## src/rtl/uart_pkg.sv

```systemverilog
// Shared UART definitions: receiver state encoding, parity selections and default oversampling.
package uart_pkg;

  localparam int unsigned DEFAULT_OVERSAMPLE = 16;

  typedef enum logic [2:0] {
    IDLE   = 3'd0,
    START  = 3'd1,
    DATA   = 3'd2,
    PARITY = 3'd3,
    STOP   = 3'd4,
    DONE   = 3'd5
  } rxState_t;

  localparam logic [1:0] NONE0 = 2'b00;
  localparam logic [1:0] ODD   = 2'b01;
  localparam logic [1:0] EVEN  = 2'b10;
  localparam logic [1:0] NONE3 = 2'b11;

  function automatic logic parityEnabled(input logic [1:0] parityType);
    return (parityType == ODD) || (parityType == EVEN);
  endfunction

endpackage

```

## src/rtl/rx_synchronizer.sv

```systemverilog
// Two-flop synchronizer for the asynchronous serial line; resets to the idle (high) level.
module rx_synchronizer (
  input  logic Clock,
  input  logic Reset,
  input  logic RxIn,
  output logic RxS
);

  logic meta;

  always_ff @(posedge Clock) begin
    if (Reset) begin
      meta <= 1'b1;
      RxS  <= 1'b1;
    end else begin
      meta <= RxIn;
      RxS  <= meta;
    end
  end

endmodule

```

## src/rtl/frame_receiver.sv

```systemverilog
// Oversampling UART frame receiver: 7/8 data bits, optional odd/even parity, 1/2 stop bits.
module frame_receiver
  import uart_pkg::*;
#(
  parameter int unsigned OVERSAMPLE = DEFAULT_OVERSAMPLE
) (
  input  logic       Clock,
  input  logic       Reset,
  input  logic       BaudTick,
  input  logic       RxIn,
  input  logic [1:0] ParityType,
  input  logic       StopBits,
  input  logic       DataLength,
  output logic [7:0] DataOut,
  output logic       DataValid,
  output logic       ParityError,
  output logic       FrameError,
  output logic       Busy
);

  localparam int unsigned TICK_W    = $clog2(OVERSAMPLE);
  localparam int unsigned HALF_LAST = OVERSAMPLE / 2 - 1;
  localparam int unsigned MID_LAST  = OVERSAMPLE - 1;

  rxState_t          state, nextState;
  logic [TICK_W-1:0] tickCnt, tickNext;
  logic [2:0]        bitCnt, bitNext;
  logic [7:0]        shadow, shadowNext;
  logic              parAcc, parAccNext;
  logic              parErr, parErrNext;
  logic              frmErr, frmErrNext;
  logic [1:0]        cfgParity;
  logic              cfgStop;
  logic              cfgLen;
  logic              latchCfg;
  logic              frameDone;
  logic              rxS;
  logic              midBit;
  logic [2:0]        lastData;

  rx_synchronizer uSync (
    .Clock (Clock),
    .Reset (Reset),
    .RxIn  (RxIn),
    .RxS   (rxS)
  );

  assign midBit   = (tickCnt == TICK_W'(MID_LAST));
  assign lastData = cfgLen ? 3'd7 : 3'd6;

  // Next-state and shadow datapath; everything except DONE advances only on BaudTick.
  always_comb begin
    nextState  = state;
    tickNext   = tickCnt;
    bitNext    = bitCnt;
    shadowNext = shadow;
    parAccNext = parAcc;
    parErrNext = parErr;
    frmErrNext = frmErr;
    latchCfg   = 1'b0;
    frameDone  = 1'b0;

    unique case (state)
      IDLE: begin
        if (BaudTick && !rxS) begin
          nextState = START;
          tickNext  = '0;
          latchCfg  = 1'b1;
        end
      end

      START: begin
        if (BaudTick) begin
          if (tickCnt == TICK_W'(HALF_LAST)) begin
            tickNext = '0;
            bitNext  = '0;
            if (!rxS) begin
              nextState  = DATA;
              shadowNext = '0;
              parAccNext = 1'b0;
              parErrNext = 1'b0;
              frmErrNext = 1'b0;
            end else begin
              nextState = IDLE;
            end
          end else begin
            tickNext = tickCnt + TICK_W'(1);
          end
        end
      end

      DATA: begin
        if (BaudTick) begin
          if (midBit) begin
            tickNext           = '0;
            shadowNext[bitCnt] = rxS;
            parAccNext         = parAcc ^ rxS;
            if (bitCnt == lastData) begin
              bitNext   = '0;
              nextState = parityEnabled(cfgParity) ? PARITY : STOP;
            end else begin
              bitNext = bitCnt + 3'd1;
            end
          end else begin
            tickNext = tickCnt + TICK_W'(1);
          end
        end
      end

      PARITY: begin
        if (BaudTick) begin
          if (midBit) begin
            tickNext   = '0;
            bitNext    = '0;
            parErrNext = (cfgParity == ODD) ? ~(parAcc ^ rxS) : (parAcc ^ rxS);
            nextState  = STOP;
          end else begin
            tickNext = tickCnt + TICK_W'(1);
          end
        end
      end

      STOP: begin
        if (BaudTick) begin
          if (midBit) begin
            tickNext = '0;
            if (!rxS) frmErrNext = 1'b1;
            if (bitCnt == {2'b00, cfgStop}) begin
              nextState = DONE;
              frameDone = 1'b1;
            end else begin
              bitNext = bitCnt + 3'd1;
            end
          end else begin
            tickNext = tickCnt + TICK_W'(1);
          end
        end
      end

      DONE: begin
        nextState = IDLE;
        tickNext  = '0;
        bitNext   = '0;
      end

      default: begin
        nextState = IDLE;
        tickNext  = '0;
        bitNext   = '0;
      end
    endcase
  end

  // State, counters, latched frame configuration and registered outputs.
  always_ff @(posedge Clock) begin
    if (Reset) begin
      state       <= IDLE;
      tickCnt     <= '0;
      bitCnt      <= '0;
      shadow      <= '0;
      parAcc      <= 1'b0;
      parErr      <= 1'b0;
      frmErr      <= 1'b0;
      cfgParity   <= NONE0;
      cfgStop     <= 1'b0;
      cfgLen      <= 1'b0;
      DataOut     <= '0;
      DataValid   <= 1'b0;
      ParityError <= 1'b0;
      FrameError  <= 1'b0;
      Busy        <= 1'b0;
    end else begin
      state     <= nextState;
      tickCnt   <= tickNext;
      bitCnt    <= bitNext;
      shadow    <= shadowNext;
      parAcc    <= parAccNext;
      parErr    <= parErrNext;
      frmErr    <= frmErrNext;
      DataValid <= frameDone;
      Busy      <= (nextState != IDLE);
      if (latchCfg) begin
        cfgParity <= ParityType;
        cfgStop   <= StopBits;
        cfgLen    <= DataLength;
      end
      if (frameDone) begin
        DataOut     <= shadowNext;
        ParityError <= parErrNext;
        FrameError  <= frmErrNext;
      end
    end
  end

endmodule

```

## config.mk

```make
export PLATFORM = sky130hd
export DESIGN_NAME = frame_receiver
export DESIGN_NICKNAME = d
export VERILOG_FILES = /design/src/rtl/uart_pkg.sv /design/src/rtl/rx_synchronizer.sv /design/src/rtl/frame_receiver.sv
export SDC_FILE = /design/constraint.sdc
export NUM_CORES = 1
export LEC_CHECK = 0
export BUFFER_PORTS_ARGS = -buffer_cell sky130_fd_sc_hd__buf_4
export CAP_MARGIN = 20
export CORE_ASPECT_RATIO = 0.7
export CORE_MARGIN = 10
export CORE_UTILIZATION = 35
export CTS_CLUSTER_SIZE = 10
export DETAILED_ROUTE_END_ITERATION = 8
export PLACE_DENSITY = 0.6
export SETUP_SLACK_MARGIN = 0.2
export SLEW_MARGIN = 20
export SYNTH_ARGS = -nofsm -noshare
export SYNTH_HDL_FRONTEND = slang
export SYNTH_SLANG_ARGS = --single-unit
```

## constraint.sdc

```tcl
create_clock -name Clock -period 5.4 [get_ports Clock]
set_clock_uncertainty 0.05 [all_clocks]
set_input_delay 1.08 -clock Clock [delete_from_list [all_inputs] [get_ports Clock]]
set_output_delay 1.08 -clock Clock [all_outputs]
set_load 0.05 [all_outputs]
```

==> results_dict.tcl, run 1 <==
set metrics [dict create \
    grt_pass1_wl_um 7810 \
    die_height_um 83.18 \
    avgViaCountPerCell 5.282 \
    grt-ovfl-total 0 \
    power_per_cell_area_nw_per_um2 231.1 \
    start_kind "register" \
    irDropWorstVdd_mv 0.1451 \
    netlist-cell-type-count 53 \
    antenna_diode_count 0 \
    synth-edff-count 0 \
    wirelength_per_cell_um 14.23 \
    cts_hold_buf 0 \
    synth.yosys.warnings 0 \
    synth-main-ff-cell "sky130_fd_sc_hd__dfxtp_1" \
    timing_worst_slew_pin_value_ns 0.6268 \
    postCtsSetupRepairBufs 0 \
    gp_congestion 0.8221 \
    syn_area_per_cell_um2 8.080 \
    coreArea_um2 5368 \
    cts.htree.levels 2 \
    die_width_um 110.3 \
    synth_nets 258 \
    synth_sequential_area_ratio_pct 39.12 \
    setup.reg_to_reg.worst_slack_ns 3.09 \
    ctsLongestPathBuffers 2 \
    totalPowerFinal_uw 512.4 \
    layout-drive-gt1-share_pct 14.57 \
    mostFrequentLayoutCell "sky130_fd_sc_hd__dfxtp_1" \
    hold_violations 0 \
    total_track_usage_pct 10.29 \
    final-max-slew-violation-count 0 \
    clkTransAtPathRegs_ns 0.08 \
    clock-root-buffer "sky130_fd_sc_hd__clkbuf_8" \
    insertion_delay_ns 0.30 \
    drc 0 \
    drt_wl_total_um 4640 \
    postSynth.asyncResetShare_pct 0 \
    finalSetupViolCount 0 \
    detailed_place_hpwl_um 3151 \
    worst-setup-path-type "reg2reg" \
    slew_headroom_pct 58.16 \
    io_buffer_count 19 \
    period_needed_ns 2.312 \
    crit_path_end_kind "register" \
    status "finished, final reports clean" \
    initialDrtViolationCount 187 \
    grt_max_degree 39 \
    worstPathRequired_ns 5.56 \
    ys_seq_elements 39 \
    mappedNetlistArea_um2 1996 \
    timing.hold.worst.start "uSync.meta" \
    numClockSinks 39 \
    maxClockFrequency_mhz 432.5 \
    num-fill-cells 543 \
    antenna_violations_before_repair 0 \
    initial_cell_density_of_the_core_pct 37.18 \
    post_cts_resized 0 \
    timing.final.crit_share_pct 42.82 \
    design.die.area_um2 9170 \
    aggregate_negative_setup_slack_ns 0 \
    synth_cells 247 \
    syn2layout_area_growth_pct 11.10 \
    timing.hold.worst.class "reg2reg" \
    grt_setup_unrepaired "false" \
    grt_pass1_vias 1551 \
    cts_made_buffers 5 \
    design.portCount 20 \
    multi_input_comb_area_um2 1107 \
    worst_ep_arrival_time_ns 2.47 \
    final_cell_mix "39 x sky130_fd_sc_hd__dfxtp_1, 33 x sky130_fd_sc_hd__a21oi_1, 29 x sky130_fd_sc_hd__nand2_1, 25 x sky130_fd_sc_hd__nor2_1, 19 x sky130_fd_sc_hd__buf_4" \
    critical_path.startpoint "bitCnt[0]" \
    final_net_count 264 \
    drt.antenna.violating_nets 0 \
    cts_tree "built" \
    regArea_um2 780.7 \
    drt_pre_antenna_iters 4 \
    max_capacitance_violation_total 0 \
    timing.rr.start "bitCnt[0]" \
    placement_rows 22 \
    critical_path.max_fanout 15 \
    p_leak_nw 0.8350 \
    vias 1722 \
]
[layer usage]
layer	vias to the layer above	track usage (%)	wire (um)
li1	881	-	-
met1	769	16.13	2391
met2	70	12.15	1765
met3	2	3.472	459
met4	0	3.353	24
met5	-	0	0
[cell type report]
| class | instances | area share, % |
|---|---|---|
| multi-input cells | 186 | 49.94 |
| clock buffers | 5 | 3.104 |
| clock inverters | 3 | 0.9029 |
| repair buffers | 19 | 6.433 |
| inverters | 2 | 0.3386 |
| flip-flops and latches | 39 | 35.21 |
| well taps | 72 | 4.063 |
[worst max-delay path: stages, from the launching register on]
cell and delay (ns):
sky130_fd_sc_hd__dfxtp_1 0.67, sky130_fd_sc_hd__xor2_1 0.21, sky130_fd_sc_hd__nor3_1 0.36, sky130_fd_sc_hd__and3_1 0.48
sky130_fd_sc_hd__nor3_1 0.17, sky130_fd_sc_hd__a311oi_1 0.29
[synthesized netlist by cell type, types with 2 or more instances]
master                     count  area [um^2]
sky130_fd_sc_hd__nor2_1       25        93.84
sky130_fd_sc_hd__and3_1        4        25.02
sky130_fd_sc_hd__nand4b_1      2        17.52
sky130_fd_sc_hd__nor3_1        8        40.04
sky130_fd_sc_hd__buf_2         5        25.02
sky130_fd_sc_hd__a21oi_1      33        165.2
sky130_fd_sc_hd__clkbuf_1     10        37.54
sky130_fd_sc_hd__a31oi_1       5        31.28
sky130_fd_sc_hd__nand2_1      29        108.9
sky130_fd_sc_hd__ha_1          3        37.54
sky130_fd_sc_hd__nor3b_1       3        22.52
sky130_fd_sc_hd__buf_6         2        22.52
sky130_fd_sc_hd__mux2i_1       5        50.05
sky130_fd_sc_hd__xor2_1        3        26.28
sky130_fd_sc_hd__xnor2_1       2        17.52
sky130_fd_sc_hd__o21ai_0      16        80.08
sky130_fd_sc_hd__nor2b_1       3        18.77
sky130_fd_sc_hd__nand3b_1      2        15.01
sky130_fd_sc_hd__inv_1         2        7.510
sky130_fd_sc_hd__or2_2         3        18.77
sky130_fd_sc_hd__nand4_1       3        18.77
sky130_fd_sc_hd__dfxtp_1      39        780.8
sky130_fd_sc_hd__buf_1         2        7.510
sky130_fd_sc_hd__nand3_1       8        40.04
sky130_fd_sc_hd__or4b_1        2        20.02
[power breakdown]
| group | leakage [nW] | internal (mW) | switching [mW] | total [mW] |
|---|---|---|---|---|
| Clock | 0.0402 | 0.0899 | 0.109 | 0.198 |
| Combinational | 0.480 | 0.00915 | 0.0130 | 0.0222 |
| Sequential | 0.315 | 0.289 | 0.00259 | 0.292 |
[logic make-up after synthesis]
| family | count (synthesis) | share of synthesized area, % |
|---|---|---|
| AOI/OAI and AO/OA | 67 | 19.69 |
| xor gates and xnor gates | 6 | 3.574 |
| adders and majority gates | 3 | 1.881 |
| buffers and inverters | 22 | 5.392 |
| DFF | 39 | 39.12 |
| muxes | 5 | 2.508 |
| and+or+nand+nor | 105 | 27.84 |
[sequential cells by signal, indices dropped and copies added, names as in the netlist]
name and flops:
Busy 1, DataOut 8, DataValid 1, FrameError 1
ParityError 1, bitCnt 3, cfgLen 1, cfgParity 2
cfgStop 1, frmErr 1, parAcc 1, parErr 1
shadow 8, state 3, tickCnt 4, uSync.RxS 1
uSync.meta 1
[per-stage QoR]
stage               cell area, um^2  instances  setup slack, ns  hold WS, ns  utilization (%)
floorplan                      1996        247            3.200       0.3395                -
global placement               2128        318            2.823       0.3428            39.65
detailed placement             2128        318            2.807       0.3522            39.65
CTS                            2217        326            3.100       0.3731            41.31
global route                   2217        326            2.863       0.3934            41.31
finish                         2217        326            3.088       0.3716            41.31
[path summary, 6_finish.rpt]
check	endpoint	depth (start not counted)
setup / recovery	Busy	5
hold / removal	uSync.RxS	1
setup reg to reg	Busy	5
hold reg to reg	uSync.RxS	1
Note: power is estimated with default switching activity, not from simulation.
==> run 2: changes to the inputs <==
Clock period 5.4 ns to 2.25 ns, I/O delays scaled along.
==> run 2 against run 1 <==
Compared with the run above:
- combinational power rose to 2.6 times the previous value
- hold slack got worse by 0.081 ns
- largest cell class unchanged
- setup slack got worse by 2.8 ns
- final area rose by 5.8%
- global-route usage rose by 0.32 points
- critical path depth did not move
- sequential share of layout area fell by 1.9 points
- clock power rose to 2.9 times the previous value
- critical path type unchanged
- die area did not move
==> results_dict.tcl, run 2 (same netlist as run 1, synthesis figures left out) <==
set metrics [dict create \
    status "finished, final reports clean" \
    worstPathBufferInverterCount 0 \
    cts_tree "built" \
    gp_congestion 0.8646 \
    design.portCount 20 \
    clkTransAtPathRegs_ns 0.08 \
    worst-setup-path-type "reg2reg" \
    post_cts_resized 0 \
    numClockSinks 39 \
    drc 0 \
    avgViaCountPerCell 5.254 \
    critical_path.max_fanout 13 \
    period_needed_ns 1.924 \
    final-instance-count-excl-fill 339 \
    start_kind "register" \
    p_leak_nw 0.9182 \
    drt_wl_total_um 4710 \
    hold_violations 0 \
    ctsLongestPathBuffers 2 \
    crit_path_end_kind "register" \
    crit_slowest_cell "sky130_fd_sc_hd__dfxtp_1" \
    timing.hold.worst.class "in2reg" \
    placement_rows 22 \
    final_net_count 277 \
    final_cell_mix "39 x sky130_fd_sc_hd__dfxtp_1, 33 x sky130_fd_sc_hd__a21oi_1, 32 x sky130_fd_sc_hd__buf_4, 29 x sky130_fd_sc_hd__nand2_1, 25 x sky130_fd_sc_hd__nor2_1" \
    cts.htree.levels 2 \
    crit_path_cell_trace "nand2b_4, xnor2_4, or4b_1, a21o_1, a21oi_2" \
    power_per_cell_area_nw_per_um2 571.2 \
    maxClockFrequency_mhz 519.6 \
    final-max-slew-violation-count 0 \
    grt-ovfl-total 0 \
    grt_max_degree 39 \
    postCtsSetupRepairBufs 0 \
    timing.final.crit_share_pct 85.53 \
    largest_registers "DataOut (8), shadow (8), tickCnt (4)" \
    worstPathRequired_ns 2.43 \
    layout-drive-gt1-share_pct 19.10 \
    cts_made_buffers 5 \
    irDropWorstVdd_mv 0.2565 \
    worst_ep_arrival_time_ns 2.11 \
    slew_headroom_pct 62.44 \
    mostFrequentLayoutCell "sky130_fd_sc_hd__dfxtp_1" \
    max_capacitance_violation_total 0 \
    design.die.area_um2 9170 \
    clock-root-buffer "sky130_fd_sc_hd__clkbuf_8" \
    die_height_um 83.18 \
    cts_hold_buf 0 \
    drt.antenna.violating_nets 0 \
    aggregate_negative_setup_slack_ns 0 \
    utilization_pct 43.68 \
    coreArea_um2 5368 \
    die_width_um 110.3 \
    timing_worst_slew_pin_value_ns 0.5627 \
    dpl_cell_area_um2 2226 \
    antenna_violations_before_repair 0 \
    path_delay_family "flip-flops" \
    cpPeakStageDelay_ns 0.68 \
    holdWs_ns 0.2905 \
    post-place-cells 331 \
    layout.cell_area.non_filler_um2 2345 \
    initial_cell_density_of_the_core_pct 37.18 \
    antenna_diode_count 0 \
    drt_pre_antenna_iters 4 \
    grt_setup_unrepaired "false" \
    detailed_place_hpwl_um 3478 \
    wirelength_per_cell_um 13.89 \
    grt_pass1_wl_um 8093 \
    io_buffer_count 19 \
    syn2layout_area_growth_pct 17.49 \
    insertion_delay_ns 0.29 \
    vias 1781 \
    grt_pass1_vias 1630 \
    finalSetupViolCount 0 \
    total_track_usage_pct 10.61 \
    initialDrtViolationCount 170 \
]
[run 2: cell types whose count changed in the layout (fill, tap and decap cells not counted)]
cell	change
sky130_fd_sc_hd__a31oi_1	-1
sky130_fd_sc_hd__bufinv_16	+1
sky130_fd_sc_hd__buf_4	+13
sky130_fd_sc_hd__clkinvlp_4	-2
sky130_fd_sc_hd__a31oi_2	+1
sky130_fd_sc_hd__clkinv_4	+1
[run 2: area by class of cell]
cell class | count | area, um^2
inverters | 2 | 7.507
fillers | 549 | 3023
flip-flops and latches | 39 | 780.7
well taps | 72 | 90.09
clock inverters | 3 | 43.79
repair buffers | 32 | 240.2
clock buffers | 5 | 68.82
multi-input cells | 186 | 1114
[run 2: worst paths after layout]
kind | startpoint | endpoint | slack, ns | depth (start not counted)
worst max-delay path | state[0] | bitCnt[2] | 0.33 | 5
worst min-delay path | RxIn | uSync.meta | 0.29 | 2
worst max register to register | state[0] | bitCnt[2] | 0.33 | 5
worst min register to register | uSync.meta | uSync.RxS | 0.36 | 1
[run 2: through the flow]
stage | setup WS, ns | power [mW]
after floorplan | 0.5040 | 0.7516
after global placement | 0.3713 | 0.7728
after detailed placement | 0.3623 | 0.7731
after CTS | 0.3456 | 1.357
after global routing | 0.2210 | 1.397
final | 0.3255 | 1.339
[run 2: per-layer routing]
layer / GRT usage, % / part of all wire, % / up-vias
met5: 0 / 0 / -
met4: 3.121 / 1.1 / 0
met3: 3.395 / 7.1 / 7
met2: 13.06 / 38 / 53
met1: 16.43 / 54 / 806
li1: - / - / 915
[run 2: worst reg2reg max path: stages, from the launching register on]
cell	delay, ns
sky130_fd_sc_hd__dfxtp_1	0.68
sky130_fd_sc_hd__nand2b_4	0.13
sky130_fd_sc_hd__xnor2_4	0.22
sky130_fd_sc_hd__or4b_1	0.49
sky130_fd_sc_hd__a21o_1	0.19
sky130_fd_sc_hd__a21oi_2	0.11
[run 2: power by group]
| part | switching [mW] | internal, mW | total, mW |
|---|---|---|---|
| sequential | 0.00490 | 0.694 | 0.699 |
| clock | 0.252 | 0.330 | 0.582 |
| combinational | 0.0337 | 0.0244 | 0.0580 |
==> run 3: changes to the inputs <==
Settings changed: CORE_UTILIZATION 35 to 30, PLACE_DENSITY 0.6 to 0.54.
==> run 3 against run 2 <==
Compared with the run above:
- sequential share of layout area decreased by 0.088 points
- die area rose by 13%
- highest routed layer unchanged
- final area increased by 0.43%
- via count shrank 2.0%
- count of clock-buffer cells in the layout did not move
- critical path depth did not move
- largest power group unchanged
- cell count up 5.0%
- combinational power down 0.7%
==> results_dict.tcl, run 3 (same netlist as run 1, synthesis figures left out) <==
set metrics [dict create \
    numClockSinks 39 \
    critical_path.endpoint "bitCnt[2]" \
    crit_slowest_cell "sky130_fd_sc_hd__dfxtp_1" \
    timing.rr.start "state[0]" \
    cpPeakStageDelay_ns 0.68 \
    worst_case_reg_to_reg_path_depth 5 \
    antenna_violations_before_repair 0 \
    timing.final.crit_share_pct 85.55 \
    initialDrtViolationCount 149 \
    grt.met3_usage_pct 2.863 \
    wirelength_per_cell_um 13.41 \
    fin_ws_ns 0.3252 \
    drt_pre_antenna_iters 4 \
    r2r-end "bitCnt[2]" \
    die_height_um 88.24 \
    worst_ep_arrival_time_ns 2.10 \
    final_cell_mix "38 x sky130_fd_sc_hd__dfxtp_1, 33 x sky130_fd_sc_hd__a21oi_1, 30 x sky130_fd_sc_hd__buf_4, 29 x sky130_fd_sc_hd__nand2_1, 25 x sky130_fd_sc_hd__nor2_1" \
    design.die.area_um2 10370 \
    grt_pass1_vias 1640 \
    total_track_usage_pct 9.457 \
    insertion_delay_ns 0.29 \
    power_per_cell_area_nw_per_um2 568.1 \
    final-max-slew-violation-count 0 \
    start_kind "register" \
    avgViaCountPerCell 4.902 \
    largest_registers "DataOut (8), shadow (8), tickCnt (4)" \
    grt.met2_usage_pct 12.37 \
    utilization_pct 37.16 \
    design.portCount 20 \
    syn2layout_area_growth_pct 17.99 \
    num-fill-cells 654 \
    groute.layer.met1.usage_pct 14.29 \
    antenna_diode_count 0 \
    timing_worst_slew_pin_value_ns 0.5536 \
    detailed_place_hpwl_um 3498 \
    coreArea_um2 6336 \
    minimum_setup_slack_after_placement_ns 0.3059 \
    setup.reg_to_reg.worst_slack_ns 0.33 \
    worstPathRequired_ns 2.42 \
    clock-root-buffer "sky130_fd_sc_hd__clkbuf_8" \
    placement_rows 24 \
    aggregate_negative_setup_slack_ns 0 \
    critical_path.max_fanout 13 \
    regArea_um2 782.0 \
    period_needed_ns 1.925 \
    ctsLongestPathBuffers 2 \
    hold_violations 0 \
    cts.htree.levels 2 \
    timing.hold.worst.start "RxIn" \
    grt.busiest_layer "met1" \
    grt_setup_unrepaired "false" \
    p_leak_nw 0.9078 \
    worst-setup-path-type "reg2reg" \
    cts_tree "built" \
    crit_path_cell_trace "nand2b_4, xnor2_4, or4b_1, a21o_1, a21oi_2" \
    die_width_um 117.5 \
    initial_cell_density_of_the_core_pct 31.50 \
    max_capacitance_violation_total 0 \
    cts_made_buffers 5 \
    grt_max_degree 39 \
    status "finished, final reports clean" \
    vias 1745 \
    grt_pass1_wl_um 8266 \
    io_buffer_count 19 \
    drc 0 \
    layout.cell_area.non_filler_um2 2355 \
    dpl_cell_area_um2 2235 \
    final_net_count 275 \
    grt-ovfl-total 0 \
    gp_congestion 0.8533 \
    drt.antenna.violating_nets 0 \
    mostFrequentLayoutCell "sky130_fd_sc_hd__dfxtp_1" \
    timing.hold.worst.class "in2reg" \
    slew_headroom_pct 63.04 \
    finalSetupViolCount 0 \
    clkTransAtPathRegs_ns 0.08 \
    irDropWorstVdd_mv 0.3261 \
    multi_input_comb_area_um2 1114 \
    drt_wl_total_um 4775 \
    layout-drive-gt1-share_pct 18.87 \
    critical_path.startpoint "state[0]" \
    maxClockFrequency_mhz 519.5 \
    crit_path_end_kind "register" \
    totalPowerFinal_mw 1.338 \
]
==> run 3: what timing repair did <==
action | in CTS | in global routing
resized for setup | 0 | 2
endpoints found under the setup margin | 0 | 15
hold buffers | 0 | 0
setup buffers | 0 | 0
==> run 3: layout make-up <==
type	count	share of cell area [%]
Multi-Input combinational cell	186	47.29
Timing Repair Buffer	30	9.564
Inverter	2	0.3188
Sequential cell	39	33.21
Clock buffer	5	2.922
Tap cell	91	4.835
Clock inverter	3	1.860
==> run 3: per-layer routing <==
metal / vias up / routed length (um)
met5: - / 0
met1: 775 / 2623
li1: 912 / -
met4: 0 / 40
met2: 54 / 1798
met3: 4 / 313
==> run 3: per-stage QoR <==
step,hold slack [ns],instances
floorplan,0.3395,247
CTS,0.2884,356
global placement,0.3522,348
detailed placement,0.3469,348
global route,0.2894,356
finish,0.2935,356
==> run 3: worst max-delay path, delay by kind of cell, from the launching register on <==
kind | cells | cell delay, ns
compound gates | 2 | 0.30
xor+xnor | 1 | 0.23
flops | 1 | 0.68
simple gates | 2 | 0.60
==> run 3: power by group <==
group | internal (mW) | switching, mW | total [mW]
Sequential | 0.694 | 0.00515 | 0.699
Clock | 0.330 | 0.251 | 0.581
Combinational | 0.0244 | 0.0332 | 0.0576
==> run 3: worst min-delay path by stage <==
stage	cells after the start	endpoint
finish	2	uSync.meta
global route	2	uSync.meta
floorplan	1	uSync.RxS
CTS	2	uSync.meta
detailed placement	1	uSync.RxS
global placement	1	uSync.RxS
